File: src/rtl/dpram_xfer_ctrl.sv
// Block-op sequencer for a dual-port RAM with 1-cycle registered read:
// COPY streams port A reads into port B writes, FILL writes a constant pair per clock.
module dpram_xfer_ctrl #(
  parameter int unsigned DATA_WIDTH = 8,
  parameter int unsigned ADDR_WIDTH = 4
) (
  input  logic                  clk,
  input  logic                  rst,
  input  logic                  start,
  input  logic                  mode,
  input  logic [ADDR_WIDTH-1:0] src_addr,
  input  logic [ADDR_WIDTH-1:0] dst_addr,
  input  logic [ADDR_WIDTH:0]   len,
  input  logic [DATA_WIDTH-1:0] fill_data,
  output logic                  busy,
  output logic                  done,
  output logic                  err,
  output logic [ADDR_WIDTH:0]   words_done,
  output logic                  we_a,
  output logic [ADDR_WIDTH-1:0] addr_a,
  output logic [DATA_WIDTH-1:0] din_a,
  input  logic [DATA_WIDTH-1:0] dout_a,
  output logic                  we_b,
  output logic [ADDR_WIDTH-1:0] addr_b,
  output logic [DATA_WIDTH-1:0] din_b
);

  localparam int unsigned AW = ADDR_WIDTH;
  localparam int unsigned DW = DATA_WIDTH;
  localparam logic [AW:0] DEPTH = {1'b1, {AW{1'b0}}};

  typedef enum logic [2:0] {
    S_IDLE,
    S_RUN,
    S_DRAIN,
    S_ERR,
    S_DONE
  } state_e;

  state_e        state_q, state_d;
  logic          mode_q, mode_d;
  logic [AW-1:0] src_q, src_d;
  logic [AW-1:0] dst_q, dst_d;
  logic [AW:0]   len_q, len_d;
  logic [DW-1:0] fill_q, fill_d;
  logic [AW:0]   idx_q, idx_d;
  logic [AW:0]   words_q, words_d;
  logic          err_q, err_d;
  logic          cwr_q, cwr_d;
  logic          we_a_q, we_a_d;
  logic [AW-1:0] addr_a_q, addr_a_d;
  logic [DW-1:0] din_a_q, din_a_d;
  logic          we_b_q, we_b_d;
  logic [AW-1:0] addr_b_q, addr_b_d;
  logic [DW-1:0] din_b_q, din_b_d;

  logic [AW-1:0] diff_ds, diff_sd;
  logic          overlap;
  logic [AW+1:0] two_idx, remain;

  assign diff_ds = dst_addr - src_addr;
  assign diff_sd = src_addr - dst_addr;
  assign overlap = ({1'b0, diff_ds} < len) || ({1'b0, diff_sd} < len);
  assign two_idx = {idx_q, 1'b0};
  assign remain  = {1'b0, len_q} - two_idx;

  always_ff @(posedge clk) begin
    if (rst) begin
      state_q  <= S_IDLE;
      mode_q   <= 1'b0;
      src_q    <= '0;
      dst_q    <= '0;
      len_q    <= '0;
      fill_q   <= '0;
      idx_q    <= '0;
      words_q  <= '0;
      err_q    <= 1'b0;
      cwr_q    <= 1'b0;
      we_a_q   <= 1'b0;
      addr_a_q <= '0;
      din_a_q  <= '0;
      we_b_q   <= 1'b0;
      addr_b_q <= '0;
      din_b_q  <= '0;
    end else begin
      state_q  <= state_d;
      mode_q   <= mode_d;
      src_q    <= src_d;
      dst_q    <= dst_d;
      len_q    <= len_d;
      fill_q   <= fill_d;
      idx_q    <= idx_d;
      words_q  <= words_d;
      err_q    <= err_d;
      cwr_q    <= cwr_d;
      we_a_q   <= we_a_d;
      addr_a_q <= addr_a_d;
      din_a_q  <= din_a_d;
      we_b_q   <= we_b_d;
      addr_b_q <= addr_b_d;
      din_b_q  <= din_b_d;
    end
  end

  always_comb begin
    state_d  = state_q;
    mode_d   = mode_q;
    src_d    = src_q;
    dst_d    = dst_q;
    len_d    = len_q;
    fill_d   = fill_q;
    idx_d    = idx_q;
    err_d    = err_q;
    words_d  = words_q + (AW+1)'(we_a_q) + (AW+1)'(we_b_q);
    cwr_d    = 1'b0;
    we_a_d   = 1'b0;
    addr_a_d = addr_a_q;
    din_a_d  = din_a_q;
    we_b_d   = 1'b0;
    addr_b_d = addr_b_q;
    din_b_d  = cwr_q ? dout_a : din_b_q;

    unique case (state_q)
      S_IDLE: begin
        if (start) begin
          mode_d  = mode;
          src_d   = src_addr;
          dst_d   = dst_addr;
          len_d   = len;
          fill_d  = fill_data;
          idx_d   = (AW+1)'(1);
          words_d = '0;
          err_d   = 1'b0;
          // len=0 shares the no-work path through S_ERR, just without err
          if ((len > DEPTH) || (!mode && (len != '0) && overlap)) begin
            err_d   = 1'b1;
            state_d = S_ERR;
          end else if (len == '0) begin
            state_d = S_ERR;
          end else begin
            state_d = S_RUN;
            if (mode) begin
              we_a_d   = 1'b1;
              addr_a_d = dst_addr;
              din_a_d  = fill_data;
              if (len > (AW+1)'(1)) begin
                we_b_d   = 1'b1;
                addr_b_d = dst_addr + AW'(1);
                din_b_d  = fill_data;
              end
            end else begin
              addr_a_d = src_addr;
            end
          end
        end
      end

      S_RUN: begin
        if (!mode_q) begin
          // write next clock carries the read issued this clock
          we_b_d   = 1'b1;
          cwr_d    = 1'b1;
          addr_b_d = dst_q + idx_q[AW-1:0] - AW'(1);
          if (idx_q == len_q) begin
            state_d = S_DRAIN;
          end else begin
            addr_a_d = src_q + idx_q[AW-1:0];
            idx_d    = idx_q + (AW+1)'(1);
          end
        end else begin
          if (two_idx >= {1'b0, len_q}) begin
            state_d = S_DONE;
          end else begin
            we_a_d   = 1'b1;
            addr_a_d = dst_q + two_idx[AW-1:0];
            din_a_d  = fill_q;
            idx_d    = idx_q + (AW+1)'(1);
            if (remain > (AW+2)'(1)) begin
              we_b_d   = 1'b1;
              addr_b_d = dst_q + two_idx[AW-1:0] + AW'(1);
              din_b_d  = fill_q;
            end
          end
        end
      end

      S_DRAIN: state_d = S_DONE;
      S_ERR:   state_d = S_DONE;
      S_DONE:  state_d = S_IDLE;
      default: state_d = S_IDLE;
    endcase
  end

  assign busy       = (state_q == S_RUN) || (state_q == S_DRAIN);
  assign done       = (state_q == S_DONE);
  assign err        = (state_q == S_DONE) && err_q;
  assign words_done = words_q;
  assign we_a       = we_a_q;
  assign addr_a     = addr_a_q;
  assign din_a      = din_a_q;
  assign we_b       = we_b_q;
  assign addr_b     = addr_b_q;
  assign din_b      = cwr_q ? dout_a : din_b_q;

endmodule

File: config.mk
export PLATFORM = sky130hd
export DESIGN_NAME = dpram_xfer_ctrl
export DESIGN_NICKNAME = d
export VERILOG_FILES = /design/src/rtl/dpram_xfer_ctrl.sv
export SDC_FILE = /design/constraint.sdc
export NUM_CORES = 1
export LEC_CHECK = 0
export ABC_AREA = 1
export CAP_MARGIN = 25
export CORE_UTILIZATION = 54
export DETAILED_ROUTE_END_ITERATION = 16
export GPL_TIMING_DRIVEN = 0
export MAX_ROUTING_LAYER = met4
export PLACE_DENSITY = 0.89
export SETUP_SLACK_MARGIN = 0.02
export SKIP_LAST_GASP = 1
export SLEW_MARGIN = 10
export SYNTH_ARGS = -nofsm -noshare
export SYNTH_HDL_FRONTEND = slang
export SYNTH_SLANG_ARGS = --single-unit
File: constraint.sdc
create_clock -name clk -period 3.2 [get_ports clk]
set_input_delay 0.32 -clock clk [delete_from_list [all_inputs] [get_ports clk]]
set_output_delay 0.32 -clock clk [all_outputs]
set_load 0.03 [all_outputs]
# Yosys cells after proc, flatten, opt, wreduce, memory -nomap -nowiden
# Cells that the tools add are included.
[op_classes] n_addsub=12 n_lt_le_gt_ge=6 n_bitwise=1 muxes=66 n_reduce_logical=19 eq_ne=17
[op_table] cell="8-bit two-way mux" count=15
[op_table] cell="4-bit two-way mux" count=15
[op_table] cell="8-bit case mux with 2 select lines" count=2
[op_table] cell="5-bit two-way mux" count=6
[op_table] cell="1-bit two-way mux" count=16
[op_table] cell="4-bit case mux with 2 select lines" count=2
[op_table] cell="3-bit != test (second input constant)" count=5
[op_table] cell="2-bit != test (second input constant)" count=7
[op_table] cell="4-bit adder" count=3
[op_table] cell="3-bit two-way mux" count=4
[op_table] cell="5-bit by 1-bit adder with 5-bit output" count=2
[op_table] cell="4-bit by 5-bit less-than comparator with 1-bit output" count=2
[op_table] cell="5-bit case mux with 2 select lines" count=1
[op_table] cell="3-bit case mux with 3 select lines" count=1
[op_table] cell="4-bit by 1-bit adder with 4-bit output (second input constant)" count=2
[op_table] cell="8-bit AND reduction" count=1
[op_table] cell="4-bit subtractor" count=2
[op_table] cell="7-bit AND reduction" count=1
[op_table] cell="3-bit by 2-bit equality test with 1-bit output (second input constant)" count=2
[op_table] cell="6-bit by 5-bit >= comparator with 1-bit output" count=1
[op_table] cell="6-bit by 1-bit > comparator with 1-bit output (second input constant)" count=1
[op_table] cell="6-bit AND reduction" count=1
[op_table] cell="5-bit by 6-bit subtractor with 6-bit output" count=1
[op_table] cell="5-bit by 1-bit adder with 5-bit output (second input constant)" count=1
[op_table] cell="20 further kinds" count=27
[word_totals] regBits=63 in_bits=33 output_inout_bits=34

# Longest topological paths before layout
[depth] word_depth=8 depth_mapped=19 depth_no_buf=19

# Worst setup path before layout
# No wires, ideal clock.
[synth_path] kind="in2reg" from="input src_addr[2]" to="register addr_b_q[2] (netlist: addr_b[2])" slack_ps=780 cell_stages=18 n_path_buf=2 arrival_time_ps=2349 setup_time_ps=71 path_cell_list="inv_1 > ha_1 > clkbuf_1 > a21oi_1 > nand2_1 > xor2_1 > ha_1 > inv_1 > nor2_1 > nand3_1 > nand3_1 > nand2_1 > nand2_2 > buf_4 > nand4_4 > nand2_2 > nand2_1 > a21oi_1"
[synth_via] elab_chain_len=7 elab_cells_between_ends=9 cone_classes="add/sub: 2; order compare: 2; eq/ne: 1; reduce/logical: 4"
[synth_lines] element="from (decl)" line="11" source="input logic [ADDR_WIDTH-1:0] src_addr,"
[synth_lines] element="4-bit subtractor, on equally long branches" line="61, 62"
[synth_lines] element="4-bit by 5-bit less-than comparator with 1-bit output" line="63" source="assign overlap = ({1'b0, diff_ds} < len) || ({1'b0, diff_sd} < len);"
[synth_lines] element="1-bit logical OR *" line="63"
[synth_lines] element="1-bit logical AND *" line="135" source="if ((len > DEPTH) || (!mode && (len != '0) && overlap)) begin"
[synth_lines] element="1-bit logical OR *" line="135"
[synth_lines] element="2-bit != test (no line) *"
[synth_lines] element="8-bit AND reduction (no line) *"
[synth_lines] element="to (signal assigned)" line="100" source="addr_b_q <= addr_b_d;"
[synth_lines] element="to (decl)" line="54" source="logic [AW-1:0] addr_b_q, addr_b_d;"
# Every way passes the cells marked *; elsewhere a longest branch is shown, timed or not.
# A chain may end at the register's enable or synchronous reset.

# Worst setup path after layout
[layout_path] from="input src_addr[2]" to="register din_b_q[7]"
[layout_via] elab_chain_len=8 elab_cells_between_ends=10 cone_classes="add/sub: 2; order compare: 2; mux: 3; reduce/logical: 3"
[layout_lines] element="4-bit subtractor, on equally long branches" line="61, 62"
[layout_lines] element="4-bit by 5-bit less-than comparator with 1-bit output" line="63"
[layout_lines] element="1-bit logical OR *" line="63"
[layout_lines] element="1-bit logical AND *" line="135"
[layout_lines] element="1-bit logical OR *" line="135"
[layout_lines] element="8-bit two-way mux *" line="135"
[layout_lines] element="8-bit two-way mux *" line="125" source="if (start) begin"
[layout_lines] element="8-bit case mux with 2 select lines *" line="123" source="unique case (state_q)"
[layout_lines] element="to (signal assigned)" line="101" source="din_b_q <= din_b_d;"
[layout_lines] element="to (decl)" line="55" source="logic [DW-1:0] din_b_q, din_b_d;"
# Marked as above.

==> impl_metrics.json <==
{
  "status": "completed",
  "cts.sinks": 63,
  "drt-pass1-iter-count": 5,
  "clock-skew-final_ps": 9.812,
  "cts_buffer_depth": 2,
  "route.detailed.drc": 0,
  "drive_gt1_frac": 0.06419,
  "p_per_area_nw_per_um2": 898.2,
  "start_kind": "input port",
  "cp-startpoint": "src_addr[2]",
  "setup_viol": 0,
  "die_y_um": 90.30,
  "reg2reg_setup_slack_ps": 630,
  "yosysSeqAreaShare": 0.2996,
  "pwr-share-comb": 0.574,
  "rr_worst_depth": 12,
  "drv_cap": 0,
  "grt_antenna_before_repair": 0,
  "port_buffers": 66,
  "worst-path-max-fanout": 10,
  "post-route-period-util": 0.9048,
  "max_slew_margin": 0.6083,
  "seq_area_um2": 1261,
  "irDropWorstVdd_mv": 0.4095,
  "hold_path_depth": 2,
  "grt_setup_unrepaired": "no",
  "diodes": 0,
  "total_leakage_power_uw": 0.002563,
  "r2r_start": "idx_q[0]",
  "swShare": 0.4755,
  "nFillCells": 634,
  "route.antenna.remaining_nets": 0,
  "post-place-ws_ps": -101.3,
  "dp_hpwl_mm": 9.230,
  "critPathMaxStageDelay_ps": 500,
  "routed_via_density": 5.501,
  "grt_pass1_vias": 4061,
  "syn_nets": 688,
  "required_ps": 3450,
  "layout_commonest_cell": "nand2_1",
  "die_w_um": 90.30,
  "grt_max_degree": 11,
  "min_path_type": "flip-flop to flip-flop",
  "synth_cell_types": 36,
  "synth_seq_cells": 63,
  "ys_warn_count": 0,
  "hold_viol_final": 0,
  "crit_type": "input port to flip-flop",
  "syn2layout_area_growth_pct": 24.04,
  "synth_cells": 620,
  "drt-total-wl_mm": 11.96,
  "cts_max_level": 3,
  "grt_pass1_wl_mm": 19.45,
  "worst_pin_slew_ps": 585.7,
  "synth_ff_type": "dfxtp_1",
  "worst_slack_ps": 304.8,
  "clk-insertion-delay-late_ps": 360,
  "pwr-share-clk": 0.169,
  "fmax_mhz": 345.4,
  "slew_viol_final": 0,
  "cp_slowest_cell": "clkdlybuf4s50_1",
  "netlist_area_um2": 4210,
  "p_sw_uw": 2230,
  "setup_tns_ps": 0,
  "core-area_um2": 7408,
  "cts.clk_slew.worst_paths_ps": 70,
  "vias": 4401,
  "multi_input_area_um2": 2465,
  "drtIter0Drc": 336,
  "cts_tree": "built",
  "intPower_uw": 2460,
  "final.min_clock_period_ps": 2895,
  "dieArea_um2": 8154,
  "whs_endpoint": "addr_a[0]",
  "power_frac_seq": 0.257,
  "routabilityCongestion": 0.9473,
  "initial_core_util": 0.5683,
  "min-delay-start": "addr_a[0]",
  "cts_root_buf": "clkbuf_8",
  "finalNetCount": 764,
  "final_cells": 800,
  "synth_area_per_cell_um2": 6.791,
  "worstSetupEndpointType": "flip-flop",
  "numCtsBuffers": 9,
  "io_pins": 67,
  "most-common-layout-cells": "nand2_1 (126), inv_1 (98), clkdlybuf4s50_1 (66), nand3_1 (65), dfxtp_1 (63)",
  "dp_cells": 785,
  "grt-ovfl-total": 0,
  "post-cts-setup-buffers": 0,
  "synth_edf_count": 0,
  "path_cells": "clkdlybuf4s50_1 > inv_1 > ha_1 > a21oi_1 > nand2_1 > xor2_1 > ha_1 > inv_1 > nor2_1 > nand3_1 > nand3_1 > nand2_1 > nand2_2 > buf_6 > nand4_1 > nand3_1 > nand3_1 > nand2_1 > inv_1",
  "placement_rows": 31,
  "reg2reg_to": "addr_b[0]",
  "async_flop_share": 0,
  "post_drt_wl_per_cell_um": 14.95,
  "crit_top_cell": "nand3_1",
  "track_usage": 0.3131,
  "arrival_ps": 3150
}
## layer usage
metal,wire (um),global-route usage,up-vias
met3,1007,0.05051,36
met4,356,0.1263,0
met2,5375,0.4949,214
met5,0,-,-
li1,-,-,2158
met1,5221,0.4000,1993
## per-stage QoR
| stage | hold slack (ps) | total power [uW] | cell area [um^2] | utilization |
|---|---|---|---|---|
| after floorplan | 389.1 | 3021 | 4210 | - |
| after global placement | 451.3 | 3772 | 4995 | 0.6742 |
| after detailed placement | 456.0 | 3847 | 4995 | 0.6742 |
| after CTS | 465.9 | 4646 | 5219 | 0.7044 |
| after global routing | 495.3 | 5031 | 5223 | 0.7049 |
| final | 463.9 | 4691 | 5223 | 0.7049 |
## power groups by stage
stage	Sequential [uW]	Clock (uW)	Combinational, uW
2_1_floorplan	1300	0	1720
3_3_place_gp	1200	0	2570
3_5_place_dp	1220	0	2630
4_1_cts	1200	790	2650
5_1_grt	1230	827	2970
6_report	1210	793	2690
## worst max-delay path by stage
stage	end	slack (ps)	cells past startpoint
floorplan	addr_b[2]	780	18
global placement	din_b_q[2]	-30	20
global route	din_b_q[7]	50	19
finish	din_b_q[7]	300	19
CTS	din_b_q[7]	220	20
detailed placement	addr_b[2]	-100	19
## repair_timing
item / CTS / global route
gates resized for setup: 0 / 3
hold buffers: 0 / 0
setup endpoints to repair: 0 / 24
## kinds of logic (layout without fill, tap and decap cells)
logic type / count (synthesis) / count (layout) / synth area share
compound gates: 108 / 108 / 0.1376
flops: 63 / 63 / 0.2996
xor+xnor: 22 / 22 / 0.04576
fa+ha+maj: 35 / 35 / 0.1165
buf+inv: 124 / 205 / 0.1159
simple gates: 268 / 268 / 0.2847
## cell usage after synthesis (2+ instances only)
cell type  count  share of area
nand2_1      126           0.11
inv_1         99          0.088
nand3_1       65          0.077
dfxtp_1       63           0.30
o21ai_0       56          0.067
nor2_1        45          0.040
a21oi_1       42          0.050
ha_1          28          0.083
xor2_1        17          0.035
nand4_1       12          0.018
clkbuf_1      10         0.0089
buf_2          8         0.0095
fa_1           7          0.033
nand2_2        5         0.0074
xnor2_1        5          0.010
nor2_2         4         0.0059
nor3_1         4         0.0048
inv_2          3         0.0027
o221ai_1       3         0.0062
a211oi_1       2         0.0036
## layout make-up
class,count,share of cell area
inverters,102,0.07331
multi-input cells,433,0.4720
flip-flops and latches,63,0.2415
well taps,99,0.02372
repair buffers,66,0.1265
clock inverters,3,0.01246
clock buffers,13,0.03043
plain buffers,21,0.02012
## worst max-delay path: cells and delay by family
kind / cells / cell delay [ps]
and+or+nand+nor: 10 / 1000
adders and majority gates: 2 / 690
buffers and inverters: 5 / 830
AOI/OAI and AO/OA: 1 / 160
xor gates and xnor gates: 1 / 160
## registers in the layout, indices dropped and copies added (netlist names)
signal and cells:
idx_q 5, len_q 5, fill_q 8, we_a 1
err_q 1, mode_q 1, state_q 3, dst_q 4
words_done 5, src_q 4, din_b_q 8, addr_b 4
we_b 1, din_a 8, cwr_q 1, addr_a 4
No activity file was read; power rests on OpenSTA's default activity.
